===== src/rtl/cache_pkg.sv =====
// Types and constants shared by the caches, the RAM model and the memory arbiter.
package cache_pkg;

    typedef enum logic [1:0] {
        IDLE   = 2'd0,
        IGRANT = 2'd1,
        DGRANT = 2'd2
    } arb_state_t;

    typedef enum logic [1:0] {
        FREE   = 2'd0,
        BUSY   = 2'd1,
        ACCESS = 2'd2,
        ERROR  = 2'd3
    } ramstate_t;

    localparam logic [31:0] BAD_WORD = 32'hBAD1BAD1;

endpackage


===== src/rtl/mem_arbiter.sv =====
// Single-port RAM arbiter between icache and dcache: data has priority, a
// saturating starvation counter forces an instruction grant after STARVE_LIMIT data grants.
//
//   state  | meaning
//   IDLE   | no owner; RAM enables low, both waits high, pick next winner
//   IGRANT | icache owns the RAM until ACCESS or iREN withdrawn
//   DGRANT | dcache owns the RAM until ACCESS or dREN/dWEN withdrawn
module mem_arbiter
    import cache_pkg::*;
#(
    parameter int STARVE_LIMIT = 4
) (
    input  logic        CLK,
    input  logic        nRST,
    input  logic        iREN,
    input  logic [31:0] iaddr,
    output logic        iwait,
    output logic [31:0] iload,
    input  logic        dREN,
    input  logic        dWEN,
    input  logic [31:0] daddr,
    input  logic [31:0] dstore,
    output logic        dwait,
    output logic [31:0] dload,
    output logic        ramREN,
    output logic        ramWEN,
    output logic [31:0] ramaddr,
    output logic [31:0] ramstore,
    input  logic [31:0] ramload,
    input  logic [1:0]  ramstate
);

    localparam int              CW    = $clog2(STARVE_LIMIT + 1);
    localparam logic [CW-1:0]   LIMIT = CW'(STARVE_LIMIT);

    arb_state_t    state;
    logic [CW-1:0] count;
    ramstate_t     rs;
    logic          dreq;
    logic          access;

    assign rs     = ramstate_t'(ramstate);
    assign access = (rs == ACCESS);
    assign dreq   = dREN | dWEN;

    always_ff @(posedge CLK or negedge nRST) begin
        if (!nRST) begin
            state <= IDLE;
            count <= '0;
        end else begin
            case (state)
                IDLE: begin
                    if (dreq && iREN && (count == LIMIT))
                        state <= IGRANT;
                    else if (dreq)
                        state <= DGRANT;
                    else if (iREN)
                        state <= IGRANT;
                end
                IGRANT: begin
                    if (!iREN) begin
                        state <= IDLE;
                    end else if (access) begin
                        state <= IDLE;
                        count <= '0;
                    end
                end
                DGRANT: begin
                    if (!dreq) begin
                        state <= IDLE;
                    end else if (access) begin
                        state <= IDLE;
                        if (!iREN)
                            count <= '0;
                        else if (count != LIMIT)
                            count <= count + CW'(1);
                    end
                end
                default: state <= IDLE;
            endcase
        end
    end

    // Outputs follow the grant combinationally so a withdrawn request or an
    // ACCESS status takes effect in the same cycle, without an extra stage.
    always_comb begin
        ramREN   = 1'b0;
        ramWEN   = 1'b0;
        ramaddr  = '0;
        ramstore = '0;
        iwait    = 1'b1;
        dwait    = 1'b1;
        iload    = BAD_WORD;
        dload    = BAD_WORD;
        case (state)
            IGRANT: begin
                if (iREN) begin
                    ramREN  = 1'b1;
                    ramaddr = iaddr;
                    if (access) begin
                        iwait = 1'b0;
                        iload = ramload;
                    end
                end
            end
            DGRANT: begin
                if (dreq) begin
                    ramaddr = daddr;
                    if (dWEN) begin
                        ramWEN   = 1'b1;
                        ramstore = dstore;
                    end else begin
                        ramREN = 1'b1;
                    end
                    if (access) begin
                        dwait = 1'b0;
                        dload = ramload;
                    end
                end
            end
            default: ;
        endcase
    end

endmodule


===== config.mk =====
export PLATFORM = sky130hd
export DESIGN_NAME = mem_arbiter
export DESIGN_NICKNAME = d
export VERILOG_FILES = /design/src/rtl/cache_pkg.sv /design/src/rtl/mem_arbiter.sv
export SDC_FILE = /design/constraint.sdc
export NUM_CORES = 1
export LEC_CHECK = 0
export ABC_AREA = 0
export BUFFER_PORTS_ARGS = -buffer_cell sky130_fd_sc_hd__buf_4
export CORE_AREA = 2 2 102 104
export DETAILED_ROUTE_END_ITERATION = 16
export DIE_AREA = 0 0 104 106
export GPL_TIMING_DRIVEN = 0
export PLACE_DENSITY = 0.61
export SKIP_LAST_GASP = 1
export SLEW_MARGIN = 20
export SYNTH_ARGS = -nofsm -noshare
export SYNTH_HDL_FRONTEND = slang
export SYNTH_SLANG_ARGS = --single-unit

===== constraint.sdc =====
create_clock -name CLK -period 1.95 [get_ports CLK]
set_clock_uncertainty 0.05 [all_clocks]
set_input_delay 0.195 -clock CLK [delete_from_list [all_inputs] [get_ports CLK]]
set_output_delay 0.195 -clock CLK [all_outputs]
set_load 0.05 [all_outputs]

# After elaboration in Yosys (flattened, before gate mapping)
# Index checks and enable logic that the tools add are counted.
dict set report totals {
  ff_bits 5
  in_bits 135
  output_inout_bits 132
  word_cells 57
}
dict set report classes {
  n_addsub 1
  eq_ne 11
  mux 37
  n_bitwise 1
  reduce_logical 5
}
# op n
set ops {}
lappend ops {{$mux W32} 10}
lappend ops {{$pmux W32 S2} 1}
lappend ops {{$mux W3} 6}
lappend ops {{$mux W2} 6}
lappend ops {{$mux W1} 11}
lappend ops {{$ne A2 B2 Y1 const B} 4}
lappend ops {{$ne A3 B3 Y1 const B} 2}
lappend ops {{$pmux W2 S3} 1}
lappend ops {{$pmux W3 S2} 1}
lappend ops {{$reduce_and A6 Y1} 1}
lappend ops {{$eq A2 B2 Y1 const B} 2}
lappend ops {{$ne A4 B4 Y1 const B} 1}
lappend ops {{$add A3 B1 Y3 const B} 1}
lappend ops {{$eq A3 B3 Y1 const B} 1}
lappend ops {{$eq A2 B1 Y1 const B} 1}
lappend ops {{$logic_and A1 B1 Y1} 2}
lappend ops {{$logic_not A2 Y1} 1}
lappend ops {{$pmux W1 S2} 1}
lappend ops {{$reduce_bool A2 Y1} 1}
lappend ops {{$or A1 B1 Y1} 1}

# Depth between registers and ports, before layout
dict set report logic_depth {
  word_depth 6
  ltp_mapped 7
  mapped_depth_nobuf 5
}

# Worst setup path after synthesis
# No wires, ideal clock.
dict set report synth_timing {
  path_type {register -> output}
  from {register state[1]}
  to {output ramaddr[0]}
  arrival_time_ns 1.955
  required_ns 1.705
  path_slack_ns -0.250
  stages_incl_launch_ff 8
  n_path_buf 2
  path_cell_list {dfrtp_1 > inv_1 > ha_1 > and2_1 > buf_2 > buf_2 > a22oi_2 > nor2b_1}
}
dict set report synth_between {
  elab_chain_len 2
  word_cells_on_any_way 3
  cone_classes {eq/ne: 2; mux: 1}
}
# item line_no
set synth_lines {}
lappend synth_lines {{start: declaration} mem_arbiter.sv:36} ;# arb_state_t state;
lappend synth_lines {{start signal: assignment} mem_arbiter.sv:48} ;# state <= IDLE;
lappend synth_lines {{start signal: assignment} mem_arbiter.sv:54} ;# state <= IGRANT;
lappend synth_lines {{start signal: assignment} mem_arbiter.sv:56} ;# state <= DGRANT;
lappend synth_lines {{$eq A2 B2 Y1 / $eq A2 B1 Y1 (equally long branches)} mem_arbiter.sv:95} ;# case (state)
lappend synth_lines {{$pmux W32 S2 (*)} mem_arbiter.sv:95}
lappend synth_lines {{end: declaration} mem_arbiter.sv:27} ;# output logic [31:0] ramaddr,
# Mark *: on every way between the ends. The rest lies on a longest branch, timed or not.

# Worst setup path after layout
dict set report layout_timing {
  from {register state[1]}
  to {output ramaddr[11]}
}
# Same word-level chain as after synthesis.

==> summary.md <==
| Metric | Value |
|---|---|
| Fin. Hold Viols | `0` |
| CP startpoint | `state[1]` |
| CTS buffer count | `3` |
| Drc violations | `0` |
| Area share of the leading cell type in the synthesized netlist | `13.1%` |
| Clock power share | `4.2%` |
| Drt first-iter violations | `111` |
| Netlist cell types | `33` |
| Root Buffer | `clkbuf_8` |
| Synth area leader | `or3_1` |
| GRT Total Usage | `16.1%` |
| Power, Total | `4730 uW` |
| Grt ovf | `0` |
| I/O pins | `267` |
| Worst Setup End Kind | `output port` |
| H-tree depth | `1` |
| Max Root-Sink Buffers | `2` |
| Hold wc startpoint | `iREN` |
| Synth area leaders | `or3_1, and3_1, nor2b_1, and2_1, a22oi_1` |
| Setup TNS | `-1610 ps` |
| Largest net degree at the start of global routing | `11` |
| Min Tclk post-route | `2030 ps` |
| Core ar. | `10000 sq um` |
| Flops & latches, synth | `5` |
| Syn Inst Count | `245` |
| Comb power frac | `91.8%` |
| Area grow syn2layout | `193%` |
| Startpoint types | `flip-flop` |
| Avg Cell Area, Syn | `7.01 sq um` |
| Most frequent cells in the layout | `buf_4, buf_6, a22oi_2, and3_1, or3_4` |
| CP arrival | `1790 ps` |
| R2r startpoint | `state[1]` |
| Final core utilization | `50.3%` |
| Peak Freq | `492 MHz` |
| Mapped Area | `1720 sq um` |
| Power per cell area | `940 nW/um^2` |
| Sw Share | `53.0%` |
| Post-Synth Simple-Gate Area | `54.6%` |
| Mux contribution to synthesized area | `0.583%` |
| WHS | `272 ps` |
| YS warnings | `0` |
| Largest stage delay, worst path | `400 ps` |
| Vias in the first global route | `2989` |
| Area of the die | `11000 sq um` |
| Pint | `2220 uW` |
| Switch Pwr | `2510 uW` |
| Worst-path maximum fanout | `10` |
| Most common cell after layout, fill and taps aside | `buf_4` |
| Worst EP required | `1700 ps` |
| Adder and majority gate portion of the synthesized area | `4.37%` |
| Input/output buffers | `265` |
| Final WL | `10.1 mm` |
| Register clock-pin slew on the reported worst setup and hold paths | `40 ps` |
| Status | `finished, violations left` |
| Leak Pwr | `0.00237 uW` |
| Final setup fails | `55` |
| Maximum vdd drop | `0.544 mV` |
| FILL cells | `914` |
| Failing checks | `negative setup slack` |
| Initial antenna violation count | `0` |
| Complex-gate fraction of the synthesized area | `22.8%` |
| First-pass DRT Iterations | `4` |
| Max-slew headroom | `71.3%` |
| Die Wd | `104 microns` |
| Seq/Total Area, Yosys | `7.28%` |
| CTS tree | `yes` |
| Sequential share of power | `4.1%` |
| Via count | `3005` |
| GPL Wtd Cong | `0.822` |
| Nets@finish | `671` |
| Top cell by count, worst path | `buf_6` |
| First-pass GRT wire length | `14.8 mm` |
| Via density per instance | `4.52` |
| RSZ-0062 raised after global routing | `true` |
| Max_cap viols | `0` |
| CP max-delay cell | `dfrtp_1` |
| Pre-CTS setup slack | `-145 ps` |
| Hold WC Path Type | `input port to flip-flop` |
| Tightest Pin Transition | `430 ps` |
| Synthesized Nets | `386` |
| Die H | `106 microns` |
| Max Slew Vio Count | `0` |
| Setup slack after layout | `-82.6 ps` |
| Crit Path Class | `flip-flop to output port` |
| Clock Latency Late Sink | `230 ps` |
| WL/cell | `15.2 microns` |
| Register area | `126 sq um` |
| Number of diodes | `0` |
| Starting density of the core | `17.2%` |
| Area taken by multi-input logic gates | `1850 sq um` |
| Main combinational cell family by area after synthesis | `simple AND/OR/NAND/NOR gates` |
| Post-DP HPWL | `7.55 mm` |
| Fin crit share | `104%` |
| # rows | `37` |
| Critical path, cell by cell | `buf_6 > ha_4 > o21a_1 > buf_6 > buf_12 > a22oi_2 > nor2b_4 > buf_6` |
| Share of cells above drive strength 1 | `78.6%` |
| Delay-heaviest family, CP | `buffers and inverters` |
| Synth Area in XOR/XNOR | `0%` |
| Buf+Inv Stages, Crit Path | `4` |
| Clock sink count | `5` |
| Antenna-violating nets left | `0` |
## per-layer routing
metal	global-route usage, %	routed length, microns	up-vias
met5	0	0	-
met4	2.80	157	0
met3	3.74	861	17
met2	33.0	5540	171
met1	16.7	3530	1367
li1	-	-	1450
## through the flow
| stage | area [sq um] | std cells |
|---|---|---|
| finish | 5030 | 665 |
| global route | 5030 | 665 |
| CTS | 4680 | 663 |
| detailed placement | 4010 | 646 |
| global placement | 4010 | 646 |
| floorplan | 1850 | 245 |
## synthesized netlist by cell type (all sizes together)
| cell type | count |
|---|---|
| or3 | 36 |
| a22oi | 32 |
| and3 | 32 |
| nor2b | 32 |
| and2 | 31 |
| buf | 15 |
| clkbuf | 15 |
| inv | 9 |
| ha | 6 |
| dfrtp | 5 |
| nand3 | 5 |
| o41ai | 4 |
| nor2 | 3 |
| o2111ai | 3 |
| nand2 | 2 |
| nand3b | 2 |
| nor3 | 2 |
| a21boi | 1 |
| a2bb2oi | 1 |
| and4 | 1 |
| mux2i | 1 |
| nand2b | 1 |
| nand4b | 1 |
| nor3b | 1 |
| nor4 | 1 |
| o211ai | 1 |
| o21a | 1 |
| o21ai | 1 |
## power by group through the flow
stage | logic (uW) | clock network (uW) | registers [uW]
after global placement | 3480 | 0 | 191
after detailed placement | 3510 | 0 | 191
after floorplan | 2500 | 0 | 179
final | 4340 | 197 | 192
after CTS | 4150 | 202 | 190
after global routing | 4570 | 209 | 200
## repair_timing
action,CTS,global route
cloned,4,1
endpoints found under the hold margin,5,0
setup endpoints to repair,127,107
gates resized for setup,135,95
pin swaps,29,12
hold buffers,1,0
buffers inserted,8,1
## final cells by class
| class | instances | share of cell area, % |
|---|---|---|
| clock buffers | 4 | 0.895 |
| multi-input cells | 201 | 36.7 |
| repair buffers | 280 | 50.7 |
| well taps | 136 | 3.38 |
| flip-flops and latches | 5 | 2.51 |
| inverters | 9 | 0.671 |
| plain buffers | 30 | 5.15 |
## cells by family (layout without fill, tap and decap cells)
logic type | after synthesis | after routing
and+or+nand+nor | 150 | 150
AOI/OAI and AO/OA | 44 | 44
buffers and inverters | 39 | 323
adders and majority gates | 6 | 6
DFF | 5 | 5
muxes | 1 | 1
## state kept, by name (all words and copies together) (netlist names)
| register | flops |
|---|---|
| count | 3 |
| state | 2 |
## final timing paths
kind	endpoint	slack, ps	cells past startpoint
worst max register to register	count[1]	180	6
max in group asynchronous	state[0]	1430	2
min in group asynchronous	count[0]	300	2
worst min register to register	count[0]	490	1
worst min-delay path	count[2]	270	3
worst max-delay path	ramaddr[11]	-80	8
## worst register-to-register path: stages (launching register included)
cell,delay (ps)
dfrtp_1,400
buf_6,140
ha_4,170
clkbuf_4,180
and4_1,200
o41ai_1,320
o41ai_1,160
Power figures use the tool's default switching activity.
